`config.mk`:
```
export PLATFORM = sky130hd
export DESIGN_NAME = alu_cmd_sequencer
export DESIGN_NICKNAME = d
export VERILOG_FILES = /design/src/rtl/alu_pkg.sv /design/src/rtl/alu_cmd_fifo.sv /design/src/rtl/alu_cmd_sequencer.sv
export SDC_FILE = /design/constraint.sdc
export NUM_CORES = 1
export LEC_CHECK = 0
export ABC_AREA = 0
export BUFFER_PORTS_ARGS = -buffer_cell sky130_fd_sc_hd__buf_2
export CORE_MARGIN = 2
export CORE_UTILIZATION = 55
export CTS_CLUSTER_DIAMETER = 80
export DETAILED_ROUTE_END_ITERATION = 10
export GPL_TIMING_DRIVEN = 0
export PLACE_DENSITY = 0.78
export SLEW_MARGIN = 20
export SYNTH_ARGS = -nofsm -noshare
export SYNTH_HDL_FRONTEND = slang
export SYNTH_SLANG_ARGS = --single-unit
```
`constraint.sdc`:
```
create_clock -name CLK -period 3.6 [get_ports CLK]
set_input_delay 0.54 -clock CLK [delete_from_list [all_inputs] [get_ports CLK]]
set_output_delay 0.54 -clock CLK [all_outputs]
set_load 0.05 [all_outputs]
```
`src/rtl/alu_pkg.sv`:
```
// Shared types for the ALU command sequencer: opcodes, FSM states, command and
// response records, and the legality rule applied when a command is popped.
package alu_pkg;

  localparam int unsigned DEPTH_DEFAULT = 4;

  typedef enum logic [3:0] {
    OP_ADD = 4'd0,
    OP_SUB = 4'd1,
    OP_MUL = 4'd2,
    OP_DIV = 4'd3,
    OP_AND = 4'd4,
    OP_XOR = 4'd5
  } alu_op_e;

  typedef enum logic [1:0] {
    ST_IDLE,
    ST_ISSUE,
    ST_CAPT,
    ST_RESP
  } state_e;

  typedef struct packed {
    logic [7:0] a;
    logic [7:0] b;
    logic [3:0] op;
    logic       cin;
  } cmd_t;

  localparam int unsigned CMD_W = $bits(cmd_t);

  typedef struct packed {
    logic [15:0] result;
    logic        cout;
    logic        zero;
    logic        err;
  } rsp_t;

  localparam rsp_t RSP_RESET = '{result: '0, cout: 1'b0, zero: 1'b1, err: 1'b0};

  // Unknown opcodes and divide-by-zero never reach the ALU.
  function automatic logic cmd_illegal(input cmd_t c);
    return (c.op > 4'd5) || ((c.op == OP_DIV) && (c.b == 8'd0));
  endfunction

endpackage

```
`src/rtl/alu_cmd_fifo.sv`:
```
// Power-of-two circular command FIFO; pointers wrap naturally at DEPTH.
module alu_cmd_fifo
  import alu_pkg::*;
#(
  parameter int unsigned DEPTH = DEPTH_DEFAULT
) (
  input  logic                     clk_i,
  input  logic                     rst_i,
  input  logic                     push_i,
  input  logic                     pop_i,
  input  logic [CMD_W-1:0]         data_i,
  output logic [CMD_W-1:0]         data_o,
  output logic                     full_o,
  output logic                     empty_o,
  output logic [$clog2(DEPTH):0]   count_o
);

  localparam int unsigned PW = $clog2(DEPTH);

  logic [CMD_W-1:0] mem_q [DEPTH];
  logic [PW-1:0]    wr_ptr_q, rd_ptr_q;
  logic [PW:0]      count_q, count_d;
  logic             do_push, do_pop;

  assign full_o  = (count_q == (PW+1)'(DEPTH));
  assign empty_o = (count_q == '0);
  assign count_o = count_q;
  assign data_o  = mem_q[rd_ptr_q];
  assign do_push = push_i && !full_o;
  assign do_pop  = pop_i && !empty_o;

  always_comb begin
    count_d = count_q;
    unique case ({do_push, do_pop})
      2'b10:   count_d = count_q + 1'b1;
      2'b01:   count_d = count_q - 1'b1;
      default: count_d = count_q;
    endcase
  end

  always_ff @(posedge clk_i) begin
    if (rst_i) begin
      wr_ptr_q <= '0;
      rd_ptr_q <= '0;
      count_q  <= '0;
    end else begin
      if (do_push) wr_ptr_q <= wr_ptr_q + 1'b1;
      if (do_pop)  rd_ptr_q <= rd_ptr_q + 1'b1;
      count_q <= count_d;
    end
  end

  always_ff @(posedge clk_i) begin
    if (do_push) mem_q[wr_ptr_q] <= data_i;
  end

endmodule

```
`src/rtl/alu_cmd_sequencer.sv`:
```
// Buffers ALU commands, issues one at a time to a registered ALU, and holds
// each response until the consumer accepts it.
module alu_cmd_sequencer
  import alu_pkg::*;
#(
  parameter int unsigned DEPTH = DEPTH_DEFAULT
) (
  input  logic        CLK,
  input  logic        Reset,
  input  logic        cmd_valid,
  output logic        cmd_ready,
  input  logic [7:0]  cmd_a,
  input  logic [7:0]  cmd_b,
  input  logic [3:0]  cmd_op,
  input  logic        cmd_cin,
  output logic [7:0]  alu_A,
  output logic [7:0]  alu_B,
  output logic [3:0]  alu_op_code,
  output logic        alu_C_in,
  input  logic [15:0] alu_Result,
  input  logic        alu_C_out,
  input  logic        alu_Z_flag,
  output logic        rsp_valid,
  input  logic        rsp_ready,
  output logic [15:0] rsp_result,
  output logic        rsp_cout,
  output logic        rsp_zero,
  output logic        rsp_err
);

  localparam int unsigned CW = $clog2(DEPTH) + 1;

  state_e           state_q, state_d;
  cmd_t             alu_q, alu_d;
  rsp_t             rsp_q, rsp_d;
  cmd_t             head;
  logic [CMD_W-1:0] push_bits, head_bits;
  logic [CW-1:0]    fifo_count;
  logic             fifo_full, fifo_empty, fifo_push, fifo_pop;

  assign push_bits = {cmd_a, cmd_b, cmd_op, cmd_cin};
  assign head      = cmd_t'(head_bits);
  assign cmd_ready = !Reset && (fifo_count < CW'(DEPTH));
  assign fifo_push = cmd_valid && cmd_ready;
  assign fifo_pop  = (state_q == ST_IDLE) && !fifo_empty;

  alu_cmd_fifo #(.DEPTH(DEPTH)) u_fifo (
    .clk_i   (CLK),
    .rst_i   (Reset),
    .push_i  (fifo_push),
    .pop_i   (fifo_pop),
    .data_i  (push_bits),
    .data_o  (head_bits),
    .full_o  (fifo_full),
    .empty_o (fifo_empty),
    .count_o (fifo_count)
  );

  always_comb begin
    assert (fifo_full == (fifo_count == CW'(DEPTH)));
  end

  always_ff @(posedge CLK) begin
    if (Reset) begin
      state_q <= ST_IDLE;
      alu_q   <= '0;
      rsp_q   <= RSP_RESET;
    end else begin
      state_q <= state_d;
      alu_q   <= alu_d;
      rsp_q   <= rsp_d;
    end
  end

  always_comb begin
    state_d = state_q;
    unique case (state_q)
      ST_IDLE:  if (!fifo_empty) state_d = cmd_illegal(head) ? ST_RESP : ST_ISSUE;
      ST_ISSUE: state_d = ST_CAPT;
      ST_CAPT:  state_d = ST_RESP;
      ST_RESP:  if (rsp_ready) state_d = ST_IDLE;
      default:  state_d = ST_IDLE;
    endcase
  end

  // ALU operands move only when a legal command leaves IDLE; an illegal one
  // writes its error response directly and leaves the ALU inputs alone.
  always_comb begin
    alu_d = alu_q;
    rsp_d = rsp_q;
    unique case (state_q)
      ST_IDLE: begin
        if (!fifo_empty) begin
          if (cmd_illegal(head)) rsp_d = '{result: '0, cout: 1'b0, zero: 1'b1, err: 1'b1};
          else                   alu_d = head;
        end
      end
      ST_CAPT: begin
        rsp_d.result = alu_Result;
        rsp_d.cout   = (alu_q.op == OP_ADD) && alu_C_out;
        rsp_d.zero   = alu_Z_flag;
        rsp_d.err    = 1'b0;
      end
      default: ;
    endcase
  end

  always_comb begin
    rsp_valid   = (state_q == ST_RESP);
    rsp_result  = rsp_q.result;
    rsp_cout    = rsp_q.cout;
    rsp_zero    = rsp_q.zero;
    rsp_err     = rsp_q.err;
    alu_A       = alu_q.a;
    alu_B       = alu_q.b;
    alu_op_code = alu_q.op;
    alu_C_in    = alu_q.cin;
  end

endmodule

```
==> results.cfg <==
[run_status]
status = finished clean

[global_route]
grt.total_usage = 0.2193
antenna_found_initial = 0
grt_start_max_net_pins = 22
gr-total-overflow = 0
grt_pass1_vias = 3285
grt_pass1_wl_um = 16880

[drt]
wire_per_inst_um = 18.04
drt-pass1-iter-count = 4
avgViaCountPerCell = 5.442
drc_errors = 0
postRouteWirelength_um = 10990
postRouteAntennaNets = 0
first_iter_violations = 196
num_vias = 3314

[power_and_ir_drop]
leakage_nw = 2.391
powerDensity_nw_per_um2 = 769.5
ir_worst_vdd_v = 0.0005076

[sta]
finalHoldViolations = 0
rsz0062_at_grt = false
maxSlewHeadroom = 0.5908
layout_setup_ws_ns = 0.6928
whs_ns = 0.2378
finalCriticalPeriod_ns = 2.907
tightest_slew_ns = 0.6139
clock_skew_ns = 0.008596
drv_slew = 0
fin_crit_sh = 0.8076
max_freq_mhz = 344.0
tns_ns = 0
setup_viol = 0

[place]
portBuffers = 83
gp_congestion = 0.7656
pre_cts_slack_ns = 0.7381
dp_cells = 577
dpl_cell_area_um2 = 5951
dpl.hpwl_um = 7243

[setup_path]
crit_required_ns = 4.05
crit_start = state_q[1]$_SDFFE_PP0P_
arrival_ns = 3.35
critical_path.max_fanout = 10
end_kind = register
r2r_start = state_q[1]$_SDFFE_PP0P_
start_kind = register
path_class = reg2reg

[logic_synthesis]
yosys_most_used_dff = edfxtp_1
syn_inst = 361
syn_area_per_cell_um2 = 14.86
yosys.cell_types.count = 38
synth-async-reset-ratio = 0
syn-cell-area_um2 = 5364
synth_seq_cells = 135
syn_nets = 414
ys_seq_area_frac = 0.6606
ys_warn_count = 0
synth_edf_count = 84

[worst_hold_path]
hp-start = cmd_op[3]
min_path_type = in2reg

[floorplanning]
dieHeight_um = 102.8
core_area_um2 = 9639
ios = 85
dieArea_um2 = 10560
die_x_um = 102.8
rows = 36
start_util = 0.5565

[clocking]
post_cts.repair.setup_buffers = 0
cts-root-buf = clkbuf_8
cts_made_buffers = 17
cts_resized = 0
cts_buffer_depth = 2
clock_latency_ns = 0.51
holdBufCountCts = 0
h-tree-depth = 4
cts_tree = done
clock-sinks = 135
clkTransAtPathRegs_ns = 0.06

[cells_and_area]
fin_area_um2 = 6519
stdcell_count = 609
insertedDiodeCount = 0
area_delta_synth_final_pct = 21.53
drive_gt1_frac = 0.3109
fin_nets = 516

[run]
cap_violations = 0
critical path, stage by stage (launching register included):
cell and delay [ns]:
dfxtp_1 0.34, inv_1 0.11, ha_1 0.29, o31ai_4 0.15
clkinv_1 0.18, clkbuf_1 0.45, ha_1 0.28, inv_1 0.06
fa_1 0.38, xor2_1 0.16, or3_1 0.31, a21oi_1 0.14
power breakdown:
part | switching, mW | internal (mW) | leakage (nW)
clock | 0.656 | 0.989 | 0.272
sequential | 0.0937 | 1.80 | 1.18
combinational | 0.923 | 0.550 | 0.943
stage by stage:
step                power [mW]  utilization
floorplan                3.042            -
global placement         3.339       0.6168
detailed placement       3.391       0.6173
CTS                      5.035       0.6763
global route             5.228       0.6763
finish                   5.016       0.6763
layer usage:
layer	share of wire	track usage	up-vias
met5	0	0	-
met4	0.020	0.07692	0
met3	0.061	0.06237	22
met2	0.50	0.3766	114
li1	-	-	1565
met1	0.42	0.2679	1613
layout by cell type, fill, tap and decap left out, drive strengths merged, types with 2 or more instances in the layout:
cell and instances:
nand3 21, o31ai 2, clkbuf 28, ha 9
o21ai 23, bufinv 2, clkinvlp 3, and3 4
a21o 2, nor2 14, clkinv 7, nand2b 19
mux2i 18, buf 94, dfxtp 51, xor2 3
mux4 21, xnor2 2, edfxtp 84, nand2 18
inv 12, a211oi 2, a21oi 26
cells by family after synthesis:
kind of cell	synth area share
fa+ha+maj	0.02473
flops	0.6606
compound gates	0.06601
xor+xnor	0.008166
simple gates	0.08117
mux	0.1267
buf+inv	0.03266
final timing paths:
kind,cells past startpoint,end,slack [ns]
worst max register to register,11,u_fifo.count_o[2]$_SDFFE_PP0P_,0.69
worst max-delay path,11,u_fifo.count_o[2]$_SDFFE_PP0P_,0.69
worst min-delay path,1,u_fifo.mem_q[1][4]$_DFFE_PP_,0.24
worst min register to register,2,rsp_result[4]$_SDFFE_PP0P_,0.47
cells in the mapped netlist, drive strengths merged, types with 2 or more instances:
| cell type | n | share of area |
|---|---|---|
| a211oi | 2 | 0.0028 |
| ha | 9 | 0.021 |
| xor2 | 3 | 0.0049 |
| mux2i | 18 | 0.034 |
| xnor2 | 2 | 0.0033 |
| nor2 | 14 | 0.0098 |
| o31ai | 2 | 0.0054 |
| nand2b | 19 | 0.022 |
| clkbuf | 10 | 0.0070 |
| inv | 9 | 0.0063 |
| buf | 11 | 0.019 |
| dfxtp | 51 | 0.19 |
| o21ai | 23 | 0.021 |
| mux4 | 21 | 0.093 |
| a21oi | 26 | 0.024 |
| nand3 | 21 | 0.020 |
| edfxtp | 84 | 0.47 |
| a21o | 2 | 0.0028 |
| and3 | 4 | 0.0047 |
| nand2 | 18 | 0.013 |
cell type report:
class	instances	area [um2]
clock inverter	14	150.1
buffer	21	137.6
multi-input combinational	195	1650
fill	658	3120
tap	133	166.4
timing repair buffer	83	415.4
clock buffer	18	417.9
sequential	135	3543
inverter	10	37.54
state kept, by name, indices dropped and copies added, names as in the netlist, named ones only:
name             count
alu_C_in             1
alu_op_code          4
alu_B                8
rsp_result          16
rsp_zero             1
alu_A                8
rsp_err              1
state_q              2
u_fifo.wr_ptr_q      2
u_fifo.mem_q        84
u_fifo.count_o       3
rsp_cout             1
u_fifo.rd_ptr_q      2
No activity file was read; power rests on OpenSTA's default activity.
